**src/rtl/alu_req_arbiter.sv**
```systemverilog
// Round-robin arbiter that shares one pipelined 8-bit ALU among NREQ requesters.
// Each requester has at most one operation in flight; its result is held until accepted.
module alu_req_arbiter #(
    parameter int NREQ    = 4,
    parameter int ALU_LAT = 2
) (
    input  logic                clk,
    input  logic                rst_n,
    input  logic [NREQ-1:0]     req_valid,
    output logic [NREQ-1:0]     req_ready,
    input  logic [8*NREQ-1:0]   req_a,
    input  logic [8*NREQ-1:0]   req_b,
    input  logic [3*NREQ-1:0]   req_op,
    output logic [NREQ-1:0]     rsp_valid,
    input  logic [NREQ-1:0]     rsp_ready,
    output logic [8*NREQ-1:0]   rsp_data,
    output logic [NREQ-1:0]     rsp_carry,
    output logic [7:0]          alu_a,
    output logic [7:0]          alu_b,
    output logic [2:0]          alu_op,
    input  logic [7:0]          alu_out,
    input  logic                alu_carry,
    output logic                busy
);
    localparam int IDW = $clog2(NREQ);

    logic [NREQ-1:0]             pending_q, pending_d;
    logic [IDW-1:0]              last_grant_q, last_grant_d;
    logic [ALU_LAT-1:0]          tag_v_q, tag_v_d;
    logic [ALU_LAT-1:0][IDW-1:0] tag_id_q, tag_id_d;
    logic [NREQ-1:0]             rsp_valid_q, rsp_valid_d;
    logic [8*NREQ-1:0]           rsp_data_q, rsp_data_d;
    logic [NREQ-1:0]             rsp_carry_q, rsp_carry_d;

    logic [NREQ-1:0] eligible;
    logic [NREQ-1:0] grant;
    logic [NREQ-1:0] rsp_hs;
    logic            grant_any;
    logic [IDW-1:0]  grant_id;
    logic [IDW-1:0]  cand;
    logic            cap_v;
    logic [IDW-1:0]  cap_id;

    assign eligible = req_valid & ~pending_q;
    assign rsp_hs   = rsp_valid_q & rsp_ready;

    always_comb begin
        grant_any = 1'b0;
        grant_id  = '0;
        cand      = '0;
        for (int k = 1; k <= NREQ; k++) begin
            cand = IDW'((int'(last_grant_q) + k) % NREQ);
            if (!grant_any && eligible[cand]) begin
                grant_any = 1'b1;
                grant_id  = cand;
            end
        end
        // pending is already clear during reset, so the grant must be masked explicitly
        if (!rst_n) grant_any = 1'b0;
        grant = grant_any ? (NREQ'(1) << grant_id) : '0;
    end

    assign req_ready = grant;
    assign alu_a     = grant_any ? req_a[8*grant_id +: 8] : 8'h00;
    assign alu_b     = grant_any ? req_b[8*grant_id +: 8] : 8'h00;
    assign alu_op    = grant_any ? req_op[3*grant_id +: 3] : 3'b000;

    always_comb begin
        pending_d    = (pending_q | grant) & ~rsp_hs;
        last_grant_d = grant_any ? grant_id : last_grant_q;

        tag_v_d     = '0;
        tag_id_d    = '0;
        tag_v_d[0]  = grant_any;
        tag_id_d[0] = grant_id;
        for (int s = 1; s < ALU_LAT; s++) begin
            tag_v_d[s]  = tag_v_q[s-1];
            tag_id_d[s] = tag_id_q[s-1];
        end

        cap_v       = tag_v_q[ALU_LAT-1];
        cap_id      = tag_id_q[ALU_LAT-1];
        rsp_valid_d = rsp_valid_q & ~rsp_hs;
        rsp_data_d  = rsp_data_q;
        rsp_carry_d = rsp_carry_q;
        if (cap_v) begin
            rsp_valid_d[cap_id]          = 1'b1;
            rsp_data_d[8*cap_id +: 8]    = alu_out;
            rsp_carry_d[cap_id]          = alu_carry;
        end
    end

    always_ff @(posedge clk or negedge rst_n) begin
        if (!rst_n) begin
            pending_q    <= '0;
            last_grant_q <= IDW'(NREQ - 1);
            tag_v_q      <= '0;
            tag_id_q     <= '0;
            rsp_valid_q  <= '0;
            rsp_data_q   <= '0;
            rsp_carry_q  <= '0;
        end else begin
            pending_q    <= pending_d;
            last_grant_q <= last_grant_d;
            tag_v_q      <= tag_v_d;
            tag_id_q     <= tag_id_d;
            rsp_valid_q  <= rsp_valid_d;
            rsp_data_q   <= rsp_data_d;
            rsp_carry_q  <= rsp_carry_d;
        end
    end

    assign rsp_valid = rsp_valid_q;
    assign rsp_data  = rsp_data_q;
    assign rsp_carry = rsp_carry_q;
    assign busy      = |pending_q;

    // A result landing on an occupied holding register would mean pending tracking is broken
    assert property (@(posedge clk) disable iff (!rst_n)
        !(tag_v_q[ALU_LAT-1] && rsp_valid_q[tag_id_q[ALU_LAT-1]]));

    assert property (@(posedge clk) disable iff (!rst_n) $onehot0(req_ready));

endmodule

```
**config.mk**
```make
export PLATFORM = sky130hd
export DESIGN_NAME = alu_req_arbiter
export DESIGN_NICKNAME = d
export VERILOG_FILES = /design/src/rtl/alu_req_arbiter.sv
export SDC_FILE = /design/constraint.sdc
export NUM_CORES = 1
export LEC_CHECK = 0
export CORE_ASPECT_RATIO = 0.9
export CORE_MARGIN = 2
export CORE_UTILIZATION = 43
export CTS_BUF_LIST = sky130_fd_sc_hd__clkbuf_8
export CTS_CLUSTER_SIZE = 16
export DETAILED_ROUTE_END_ITERATION = 8
export PLACE_DENSITY_LB_ADDON = 0.05
export SETUP_SLACK_MARGIN = 0.2
export SLEW_MARGIN = 20
export SYNTH_ARGS = -nofsm -noshare
export SYNTH_HDL_FRONTEND = slang
export SYNTH_SLANG_ARGS = --single-unit
```
**constraint.sdc**
```tcl
create_clock -name clk -period 5.7 [get_ports clk]
set_input_delay 1.71 -clock clk [delete_from_list [all_inputs] [get_ports clk]]
set_output_delay 1.71 -clock clk [all_outputs]
set_load 0.01 [all_outputs]
```
==> metrics.txt, run 1 <==
first-pass GRT wire length=12.81 mm; syn_area_per_cell=12.56 um2; buffers and inverters on the worst path=4; most frequent cells in the layout=clkdlybuf4s50_1 (141), dfrtp_1 (50), mux2i_1 (38); utilization after layout=76.30%; Slowest-stage cell, CP=clkdlybuf4s50_1; Clock Path Buffers=2; Max-slew headroom=35.49%; fin crit share=98.08%; Critical Path Max Stage Delay=530 ps; Avg WL per Cell=18.23 um; clock power share=11.2%; Sw Share=36.59%; Max Slew Vio Count=0; Cells after Synth=222; routed vias=2,573; Placed Cells incl. Taps=466; DR iter-0 viols=114; worst min path class=flip-flop to flip-flop; Ant. Diodes=0; hold_buf cts=0; most used cell, CP=clkdlybuf4s50_1; CP Max Fanout=19; Die H=80.40 um; TritonRoute pass-1 iters=4; Ports=159; Synth Flop Type=dfrtp_1; largest net degree at the start of global routing=53; syn nets=325; vias per inst=5.360; critical path startpoint category=input port; Final GP Congestion=0.7763; sequential share of the synthesized area=46.75%; DRC Markers=0; DP HPWL=6.547 mm; input/output buffers=158; Cell variety after synth=40; drt total wl=8.748 mm; Core Area=0.006182 mm2; number of global-route vias before repair=2,524; type of destination of the critical path=output port; initial antenna violation count=0; Synth async-reset ratio=100.0%; max_cap viols=0; TritonCTS buffer count=5; ratio of cells with drive above 1 in the final layout=12.72%; Seq. cell area=0.001304 mm2; Area growth, synth to finish=69.13%; grt total ovfl=0; met1 Track Usage GR=31.57%; Post-synth EDFFs=0; Synth Cell Area=0.002789 mm2; GRT Max-Usage Layer=met2; Skew-Pair Late Insertion Delay=310 ps; crit path kind=input port to output port; Worst Slack Setup Final=109.7 ps; crit-path leading delay family=buffers and inverters; fillers=442; synthesis-stage register bit count=52; clk slew on worst S/H paths=90 ps; RSZ-0062 raised after global routing=true; commonest non-fill, non-tap cell in the layout=clkdlybuf4s50_1; Multi-input gate area=0.001375 mm2; Internal=1544 uW; outcome=finished clean; clk sink count=52; initial core utilization=45.11%; met3 Use GR=7.194%; Peak VDD IR=0.3103 mV; PD cells=516.1 mW/mm2; Cell Count, Final, Fillers Out=480; CP Cell Sequence=clkdlybuf4s50_1 -> nand2b_4 -> a221oi_4 -> nor3_4 -> buf_4 -> inv_8 -> mux2i_1 -> o22ai_1 -> clkdlybuf4s50_1; WHS=362.9 ps; NetSw=890.8 uW; Leak Pwr=0.002257 uW; Critical Path RT=3990 ps; CTS tree=yes; actual slew at the worst max-slew pin=965.2 ps; Total GRT Usage=23.64%; die area=0.007147 mm2; final hold vios=0; Gate power share=60.5%; chip width=88.89 um; FMAX=178.9 MHz; clk_skew=6.096 ps; Place WS=-80.43 ps; CP Data Arrival Time=3880 ps; CTS root buffer=clkbuf_8; Flop pwr share=28.3%; Final setup viols=0; met2 usage=37.46%; Yosys warnings=0; Post-layout nets=495; CTS H-tree depth=2; num rows=27; Final min period=5590 ps; antenna-violating nets left=0
state kept, by name, indices dropped and copies added, names as in the netlist:
name,cells
rsp_data,32
cap_id,2
rsp_carry,4
last_grant_q,2
rsp_valid,4
tag_v_q,2
tag_id_d,2
pending_q,4
power groups by stage:
stage,clock network (uW),logic [uW],registers (uW)
floorplan,0,753,721
global placement,0,1390,684
detailed placement,0,1410,683
CTS,278,1470,683
global route,293,1580,709
finish,273,1470,689
final timing paths:
check                             startpoint      endpoint  cells after the start  slack, ps
max in group asynchronous              rst_n  rsp_data[11]                      2       3680
worst min-delay path             tag_id_d[2]     cap_id[0]                      0        360
worst max register to register     cap_id[0]  rsp_data[23]                      5       3350
min in group asynchronous              rst_n  rsp_carry[1]                      2       1600
worst min register to register   tag_id_d[2]     cap_id[0]                      0        360
worst max-delay path            req_valid[3]     alu_op[0]                      9        110
final cells by class:
class / count / share of cell area, %
Clock buffer: 7 / 2.042
Clock inverter: 1 / 0.6366
Inverter: 8 / 1.194
Multi-Input combinational cell: 153 / 29.15
Sequential cell: 52 / 27.64
Tap cell: 87 / 2.308
Timing Repair Buffer: 171 / 36.79
Timing Repair inverter: 1 / 0.2387
cell usage after synthesis, drive strengths merged (3+ instances only):
| cell | n | share of area [%] |
|---|---|---|
| dfrtp | 50 | 45 |
| mux2i | 38 | 14 |
| a22o | 32 | 10 |
| o22ai | 19 | 4.3 |
| nand2 | 12 | 1.7 |
| buf | 9 | 3.9 |
| ha | 8 | 3.6 |
| inv | 8 | 1.3 |
| o21ai | 6 | 1.1 |
| mux2 | 4 | 1.6 |
| nor3 | 4 | 1.5 |
| nor4b | 4 | 1.9 |
| a21oi | 3 | 0.54 |
| a2bb2oi | 3 | 0.94 |
| nand2b | 3 | 1.2 |
| nor2 | 3 | 0.40 |
through the flow:
stage          total power [uW]  setup TNS, ps  area [um2]
2_1_floorplan              1474              0        2789
3_3_place_gp               2072         -96.39        4452
3_5_place_dp               2092         -259.9        4452
4_1_cts                    2433              0        4622
5_1_grt                    2577              0        4717
6_report                   2434              0        4717
routing by layer:
metal / wire (um) / up-vias
li1: - / 1192
met1: 3648 / 1269
met2: 4324 / 100
met3: 650 / 12
met4: 124 / 0
met5: 0 / -
kinds of logic after synthesis:
| kind of cell | count (synthesis) | synth area share, % |
|---|---|---|
| AO/OA/AOI/OAI | 70 | 19.74 |
| flip-flops | 52 | 46.75 |
| multiplexers | 42 | 15.25 |
| AND/OR/NAND/NOR | 33 | 9.557 |
| buffers and inverters | 17 | 5.114 |
| adder cells (fa/ha/maj) | 8 | 3.589 |
repair_timing:
action                     CTS  global route
hold endpoints to repair     0             0
pin swaps                    0             2
cloned                       1             0
resized for setup            4            20
setup endpoints to repair   21            22
buffers inserted             2             3
No activity file was read; power rests on OpenSTA's default activity.
==> inputs of run 2 (changes only) <==
SLEW_MARGIN = not set   (was 20)
==> results of run 2 <==
Final layout, timing and power as in run 1 (identical DEF).
==> inputs of run 3 (changes only) <==
CORE_UTILIZATION = 40   (was 43)
clock period = 6 ns   (was 5.7 ns; I/O delays follow)
==> run 3 against run 2 <==
Net effect:
- hold slack lost 18 ps
- via count shrank 2.1%
- sequential power shrank 5.7%
- first-iteration DRC count shrank 22%
- setup slack gained 110 ps
- flip-flop and latch count is the same
- design area shrank 2.1%
- total power shrank 8.9%
- die area grew 7.1%
- sequential share of layout area grew 0.61 points
- core utilization shrank 7.0 points
- clock skew grew 5.4 ps
- critical path type unchanged
- largest cell class unchanged
==> metrics.txt, run 3 (same netlist as run 1, synthesis figures left out) <==
DR iter-0 viols=89; type of destination of the critical path=output port; met2 usage=37.37%; Critical Path RT=4200 ps; actual slew at the worst max-slew pin=977.4 ps; Peak VDD IR=0.2656 mV; largest net degree at the start of global routing=53; chip width=92.02 um; CTS tree=yes; antenna-violating nets left=0; met1 Track Usage GR=28.30%; CP Max Fanout=21; Leak Pwr=0.002105 uW; max_cap viols=0; utilization after layout=69.34%; Clock Path Buffers=2; Post-layout nets=489; TritonRoute pass-1 iters=4; DRC Markers=0; DP HPWL=6.477 mm; most used cell, CP=clkdlybuf4s50_1; crit-path leading delay family=buffers and inverters; final instance area=0.004616 mm2; Max-slew headroom=34.67%; fin crit share=96.39%; Critical Path Max Stage Delay=560 ps; outcome=finished clean; max reg flops=32; Total GRT Usage=22.47%; DP Area=0.004405 mm2; hold_buf cts=0; vias per inst=5.279; Multi-input gate area=0.001373 mm2; final hold vios=0; Seq. cell area=0.001304 mm2; Ant. Diodes=0; PD cells=480.5 mW/mm2; CTS root buffer=clkbuf_8; most frequent cells in the layout=clkdlybuf4s50_1 (148), dfrtp_1 (50), mux2i_1 (36); Die H=83.22 um; Area growth, synth to finish=65.50%; TritonCTS buffer count=5; clk slew on worst S/H paths=100 ps; met3 Use GR=6.624%; grt total ovfl=0; input/output buffers=158; Avg WL per Cell=17.97 um; Final setup viols=0; Cell Count, Final, Fillers Out=477; Skew-Pair Late Insertion Delay=310 ps; Placed Cells incl. Taps=464; drt total wl=8.571 mm; RSZ-0062 raised after global routing=true; number of global-route vias before repair=2,597; GRT Max-Usage Layer=met2; crit path kind=input port to output port; clk_skew=11.47 ps; clk sink count=52; ratio of cells with drive above 1 in the final layout=11.63%; first-pass GRT wire length=13.61 mm; Slowest-stage cell, CP=clkdlybuf4s50_1; CTS H-tree depth=2; Final GP Congestion=0.8149; num rows=28; FMAX=172.9 MHz; initial core utilization=41.90%; fillers=522; routed vias=2,518; total power=2218 uW; worst min path class=flip-flop to flip-flop; CP Cell Sequence=clkdlybuf4s50_1 -> nand2b_4 -> a221oi_4 -> nor3_4 -> buf_4 -> inv_8 -> mux2i_1 -> o22ai_1 -> clkdlybuf4s50_1; Ports=159; commonest non-fill, non-tap cell in the layout=clkdlybuf4s50_1; die area=0.007657 mm2; critical path startpoint category=input port; Fin Setup TNS=0 ps; Core Area=0.006656 mm2; buffers and inverters on the worst path=4; Final min period=5783 ps; initial antenna violation count=0; Max Slew Vio Count=0; CP Data Arrival Time=3980 ps
==> run 3: cell types whose count changed in the layout (fill, tap and decap cells not counted), moves of 2 or more <==
cell / previous run / this run
dlymetal6s2s_1: 15 / 9
clkbuf_8: 7 / 5
clkdlybuf4s50_1: 141 / 148
clkinvlp_4: 0 / 2
mux2i_2: 0 / 2
buf_4: 11 / 6
mux2i_1: 38 / 36
==> run 3: through the flow <==
stage                     hold WS (ps)  worst slack, ps
after floorplan                  331.2             1286
after global placement           333.8            21.56
after detailed placement         336.5           -12.93
after CTS                        350.3            160.7
after global routing             348.3            122.7
final                            344.7            216.8
==> run 3: area by class of cell <==
type | count | share of cell area, %
Inverter | 8 | 1.220
Sequential cell | 52 | 28.25
Clock buffer | 5 | 1.491
Tap cell | 90 | 2.440
Timing Repair inverter | 1 | 0.2440
Multi-Input combinational cell | 153 | 29.74
Clock inverter | 3 | 0.5693
Timing Repair Buffer | 165 | 36.05
==> run 3: worst paths after layout <==
kind,slack [ps],from,end,cells past startpoint
min in group asynchronous,1710,rst_n,rsp_data[26],2
worst max-delay path,220,req_valid[3],alu_a[7],9
max in group asynchronous,3870,rst_n,pending_q[0],2
worst max register to register,3650,cap_id[0],rsp_data[6],5
worst min register to register,340,tag_v_q[0],tag_v_q[1],0
worst min-delay path,340,tag_v_q[0],tag_v_q[1],0
==> run 3: repair_timing <==
item	CTS	global route
endpoints found under the setup margin	21	21
pin swaps	1	1
resized for setup	5	13
setup buffers	2	2
cloned	1	0
==> run 3: power breakdown <==
| group | leakage (uW) | switching (uW) | internal (uW) |
|---|---|---|---|
| combinational | 0.00138 | 584 | 779 |
| clock | 0.0000423 | 120 | 84.9 |
| sequential | 0.000679 | 130 | 519 |
| total | 0.00211 | 834 | 1380 |
==> run 3: layer usage <==
layer	share of wire [%]	vias up
met5	0	-
met4	1.5	0
met3	6.8	12
met2	50	103
met1	42	1218
li1	-	1185
